==> src/rtl/region_mask_stream.sv <==
// region_mask_stream: streaming pixel filter that masks up to NUM_REGIONS rectangles
// with fill, horizontal mosaic or invert, config double-buffered and committed on EOP.
module region_mask_stream #(
    parameter int DW          = 16,
    parameter int FRAME_W     = 320,
    parameter int FRAME_H     = 240,
    parameter int NUM_REGIONS = 4,
    parameter int TILE        = 8,
    parameter int AW          = $clog2(2 * NUM_REGIONS + 2)
) (
    input  logic          clk,
    input  logic          reset,
    input  logic [DW-1:0] in_data,
    input  logic          in_sop,
    input  logic          in_eop,
    input  logic          in_valid,
    output logic          in_ready,
    output logic [DW-1:0] out_data,
    output logic          out_sop,
    output logic          out_eop,
    output logic          out_valid,
    input  logic          out_ready,
    input  logic          cfg_wr,
    input  logic [AW-1:0] cfg_addr,
    input  logic [31:0]   cfg_wdata,
    output logic          frame_err
);
    localparam int N = NUM_REGIONS;
    localparam int TW = $clog2(TILE);
    localparam logic [AW-1:0] MODE_A = AW'(2 * N);
    localparam logic [AW-1:0] FILL_A = AW'(2 * N + 1);
    localparam logic [15:0] X_MAX = 16'(FRAME_W - 1);
    localparam logic [15:0] Y_MAX = 16'(FRAME_H - 1);

    logic [2*N-1:0][31:0] sh_xy_q, sh_xy_d, act_xy_q, act_xy_d;
    logic [2*N-1:0] sh_mode_q, sh_mode_d, act_mode_q, act_mode_d;
    logic [DW-1:0] sh_fill_q, sh_fill_d, act_fill_q, act_fill_d;
    logic [15:0] x_q, x_d, y_q, y_d, px, py, win_x0;
    logic frame_active_q, frame_active_d, frame_err_q, frame_err_d;
    logic [DW-1:0] hold_q, hold_d, pix, out_data_q, out_data_d;
    logic out_valid_q, out_valid_d, out_sop_q, out_sop_d, out_eop_q, out_eop_d;
    logic acc, in_frame, cap, commit;
    logic [1:0] win_mode;

    assign in_ready = ~out_valid_q | out_ready;
    assign acc = in_valid & in_ready;
    assign commit = acc & in_eop;
    assign in_frame = in_sop | frame_active_q;
    assign px = in_sop ? '0 : x_q;
    assign py = in_sop ? '0 : y_q;
    assign out_data = out_data_q;
    assign out_sop = out_sop_q;
    assign out_eop = out_eop_q;
    assign out_valid = out_valid_q;
    assign frame_err = frame_err_q;

    // Shadow takes its pre-write value into active, so a same-cycle write lands a frame later
    always_comb begin
        sh_xy_d = sh_xy_q;
        for (int i = 0; i < 2 * N; i++)
            if (cfg_wr && cfg_addr == AW'(i)) sh_xy_d[i] = cfg_wdata;
        sh_mode_d = (cfg_wr && cfg_addr == MODE_A) ? cfg_wdata[2*N-1:0] : sh_mode_q;
        sh_fill_d = (cfg_wr && cfg_addr == FILL_A) ? cfg_wdata[DW-1:0] : sh_fill_q;
        act_xy_d = commit ? sh_xy_q : act_xy_q;
        act_mode_d = commit ? sh_mode_q : act_mode_q;
        act_fill_d = commit ? sh_fill_q : act_fill_q;
    end

    // Descending scan so the lowest-index enabled region wins
    always_comb begin
        win_mode = 2'b00;
        win_x0 = '0;
        for (int r = N - 1; r >= 0; r--)
            if (in_frame && act_mode_q[2*r+:2] != 2'b00 &&
                px >= act_xy_q[2*r][15:0] && px <= act_xy_q[2*r][31:16] &&
                py >= act_xy_q[2*r+1][15:0] && py <= act_xy_q[2*r+1][31:16]) begin
                win_mode = act_mode_q[2*r+:2];
                win_x0 = act_xy_q[2*r][15:0];
            end
        cap = (px == win_x0) || (px[TW-1:0] == '0);
        pix = win_mode == 2'b01 ? act_fill_q :
              win_mode == 2'b11 ? ~in_data :
              (win_mode == 2'b10 && !cap) ? hold_q : in_data;
        hold_d = (acc && win_mode == 2'b10 && cap) ? in_data : hold_q;
    end

    always_comb begin
        x_d = x_q;
        y_d = y_q;
        frame_active_d = frame_active_q;
        frame_err_d = frame_err_q | (acc & in_sop & frame_active_q);
        if (acc && in_eop) begin
            x_d = '0;
            y_d = '0;
            frame_active_d = 1'b0;
            frame_err_d = frame_err_d | (px != X_MAX) | (py != Y_MAX);
        end else if (acc && in_frame) begin
            frame_active_d = 1'b1;
            x_d = px == X_MAX ? '0 : px + 16'd1;
            y_d = px != X_MAX ? py : py == Y_MAX ? py : py + 16'd1;
            frame_err_d = frame_err_d | (px == X_MAX && py == Y_MAX);
        end
    end

    always_comb begin
        out_valid_d = in_ready ? in_valid : out_valid_q;
        out_data_d = acc ? pix : out_data_q;
        out_sop_d = acc ? in_sop : out_sop_q;
        out_eop_d = acc ? in_eop : out_eop_q;
    end

    always_ff @(posedge clk) begin
        if (reset) begin
            sh_xy_q <= '0;
            sh_mode_q <= '0;
            sh_fill_q <= '0;
            act_xy_q <= '0;
            act_mode_q <= '0;
            act_fill_q <= '0;
            x_q <= '0;
            y_q <= '0;
            frame_active_q <= 1'b0;
            frame_err_q <= 1'b0;
            hold_q <= '0;
            out_valid_q <= 1'b0;
            out_data_q <= '0;
            out_sop_q <= 1'b0;
            out_eop_q <= 1'b0;
        end else begin
            sh_xy_q <= sh_xy_d;
            sh_mode_q <= sh_mode_d;
            sh_fill_q <= sh_fill_d;
            act_xy_q <= act_xy_d;
            act_mode_q <= act_mode_d;
            act_fill_q <= act_fill_d;
            x_q <= x_d;
            y_q <= y_d;
            frame_active_q <= frame_active_d;
            frame_err_q <= frame_err_d;
            hold_q <= hold_d;
            out_valid_q <= out_valid_d;
            out_data_q <= out_data_d;
            out_sop_q <= out_sop_d;
            out_eop_q <= out_eop_d;
        end
    end
endmodule

==> config.mk <==
export PLATFORM = sky130hd
export DESIGN_NAME = region_mask_stream
export DESIGN_NICKNAME = d
export VERILOG_FILES = /design/src/rtl/region_mask_stream.sv
export SDC_FILE = /design/constraint.sdc
export NUM_CORES = 2
export LEC_CHECK = 0
export ABC_CLOCK_PERIOD_IN_PS = 6550
export BUFFER_PORTS_ARGS = -buffer_cell sky130_fd_sc_hd__buf_2
export CORE_MARGIN = 2
export CORE_UTILIZATION = 57
export DETAILED_ROUTE_END_ITERATION = 6
export PLACE_DENSITY = 0.82
export SYNTH_ARGS = -nofsm -noshare
export SYNTH_HDL_FRONTEND = slang
export SYNTH_SLANG_ARGS = --single-unit
==> constraint.sdc <==
create_clock -name clk -period 6.55 [get_ports clk]
set_input_delay 0.9825 -clock clk [delete_from_list [all_inputs] [get_ports clk]]
set_output_delay 0.9825 -clock clk [all_outputs]
set_load 0.01 [all_outputs]
==> results.cfg <==
[yosys]
syn_nets = 4360
synth_xor_area_share_pct = 0.760
yosysWarningCount = 0
synth_edf_count = 0
synth_area_leaders = dfxtp_1, nand2_1, a21oi_1
synth.distinct_cells = 91
yosys-top-cells-count = nand2_1, a21oi_1, dfxtp_1
synthArstFlopShare_pct = 0
synthCells = 4055
synth_top_family_by_area = simple AND/OR/NAND/NOR gates
ys_seq_area_share_pct = 40.7
yosysTopAreaCell = dfxtp_1
synth_mux_area_share_pct = 1.20
netlist_area_mm2 = 0.0310
synth_compound_area_share_pct = 18.3
synth.most_common_cell = nand2_1
synthAdderAreaFrac_pct = 9.94
yosys.area_share.simple_pct = 22.5
synth_ff_type = dfxtp_1
synth-seq-cells = 629
yosysTopAreaCellShare_pct = 40.7
avgSynthCellArea_um2 = 7.64

[cts]
cts_made_buffers = 61
cts-root-buf = clkbuf_16
postCtsSetupBuffers = 0
clk_pin_slew_ns = 0.06
ctsLongestPathBuffers = 3
cts_tree = yes
h-tree-depth = 2
cts_hold_buf = 0
insertion_delay_ns = 0.68
cts_resized = 0
cts.sinks = 629

[grt]
met3_usage_pct = 4.43
grt_max_degree = 199
grt_pass1_wl_um = 146000
grt_pass1_vias = 26200
antenna_found_initial = 1
grt_use_met1_pct = 44.5
overflow = 0
grt_use_total_pct = 32.7
grtUsageMet2_pct = 52.2
grt-busiest-layer = met2

[route]
drc = 0
wl_um = 93200
detail_route.iter0.violations = 3215
wl_per_cell_um = 19.5
routed_via_density = 5.92
vias = 28300
route.antenna.remaining_nets = 0
first_pass_iters = 7

[setup_path]
endpoint_kind = register
crit_arrival_ns = 6.14
critPathKind = in -> reg
cp.required_ns = 7.09
start_kind = primary input
cp_max_fo = 36

[sta]
finalCriticalPeriod_ns = 5.60
skew_ns = 0.0643
fmax_ghz = 0.178
fin_tns_setup_ns = 0
rsz0062_at_grt = false
timing.slew.headroom_pct = 28.2
worst_pin_slew_ns = 1.07
drv_slew = 0
setup_viol = 0
fin_crit_sh_pct = 85.6
finalHoldViolations = 0

[die]
row_count = 85
core-area_mm2 = 0.0538
ios = 80
die_h_um = 237
dieArea_mm2 = 0.0562
die_w_um = 237
initial_core_util_pct = 57.5

[hold_path]
hold_class = reg -> reg

[cells_and_area]
final_nets = 4339
drive_above_1_share_pct = 8.86
finalInstanceArea_mm2 = 0.0343
antenna_cells = 0
final_cells = 4783
post-route-util_pct = 63.7
synthToLayoutAreaGrowth_pct = 10.8

[power_and_ir_drop]
power.density_mw_per_mm2 = 236
p_leak_nw = 12.3
ir_worst_vdd_uv = 221

[placed_design]
port_buffers = 79
gp_congestion = 0.974
placed_area_mm2 = 0.0321
dp_hpwl_um = 62300
dpl.cell_count = 4667

[status]
status = complete, no violations

[run]
maxCapViolations = 0
[sequential cells by signal, indices dropped and copies added, names as in the netlist]
| signal | count |
|---|---|
| sh_fill_q | 16 |
| act_fill_q | 16 |
| frame_active_q | 1 |
| act_mode_q | 8 |
| sh_mode_q | 8 |
| y_q | 16 |
| x_q | 16 |
| frame_err | 1 |
| out_sop | 1 |
| out_valid | 1 |
| out_data | 16 |
| out_eop | 1 |
| hold_q | 16 |
| sh_xy_q | 256 |
| act_xy_q | 256 |
[power breakdown]
group	internal, mW	total (mW)	switching [mW]
combinational	0.102	0.433	0.331
sequential	3.86	3.89	0.0217
clock	2.17	3.76	1.60
total	6.13	8.08	1.95
[final cells by class]
type | count | area (um2)
Timing Repair Buffer | 186 | 1360
Fill cell | 4632 | 19500
Tap cell | 696 | 871
Sequential cell | 629 | 12600
Clock buffer | 83 | 1760
Clock inverter | 33 | 397
Inverter | 251 | 943
Multi-Input combinational cell | 2905 | 16400
[final timing paths]
kind / startpoint / to / slack (ns) / cells past startpoint
worst max-delay path: in_sop / hold_q[14] / 0.95 / 20
worst min-delay path: sh_xy_q[75] / act_xy_q[75] / 0.41 / 2
worst max register to register: x_q[12] / hold_q[14] / 1.46 / 18
worst min register to register: sh_xy_q[75] / act_xy_q[75] / 0.41 / 2
[metal layers]
layer | part of all wire, % | routed length (um)
met1 | 42 | 39600
met2 | 44 | 41500
met3 | 8.7 | 8110
met4 | 4.3 | 4030
met5 | 0.020 | 19
[logic make-up (layout without fill, tap and decap cells)]
| group | Yosys count | in the layout |
|---|---|---|
| compound gates | 968 | 968 |
| xor+xnor | 26 | 26 |
| fa+ha+maj | 246 | 246 |
| buf+inv | 521 | 553 |
| flops | 629 | 629 |
| mux | 37 | 37 |
| simple gates | 1628 | 1628 |
[cells in the final DEF, fill, tap and decap left out, types with 20 or more instances in the layout]
cell type | synthesis | layout
buf_4 | 4 | 95
dfxtp_1 | 629 | 629
inv_1 | 250 | 250
nor2b_1 | 38 | 37
buf_2 | 8 | 78
clkbuf_16 | 0 | 62
nand4_1 | 45 | 45
nand2b_1 | 21 | 21
o21ai_0 | 85 | 85
nor3_1 | 45 | 44
ha_1 | 246 | 246
nor2_1 | 127 | 125
o211ai_1 | 31 | 31
clkinv_2 | 1 | 20
nand3_1 | 95 | 94
a21oi_1 | 646 | 646
nand2_1 | 1157 | 1154
mux2i_1 | 36 | 36
[worst max-delay path, cell delays in order]
cell	delay, ns
buf_2	0.61
nand2b_1	0.30
inv_1	0.28
ha_1	0.40
a21oi_1	0.16
a21boi_0	0.09
o21ai_0	0.15
a21oi_1	0.14
o32a_1	0.41
buf_4	0.16
a2111oi_0	0.73
o21ai_0	0.17
o211ai_1	0.16
o2111ai_1	0.21
nor4_4	0.36
buf_4	0.21
buf_4	0.12
a21o_4	0.22
nand3_1	0.10
a21oi_1	0.14
[metrics by stage]
step                total power [mW]  hold WS (ns)  setup WS (ns)
floorplan                       4.24         0.431          0.826
global placement                4.39         0.436          0.655
detailed placement              4.39         0.440          0.577
CTS                             8.09         0.414           1.22
global route                    8.28         0.425          0.610
finish                          8.08         0.408          0.946
(Power assumes the default switching activity.)
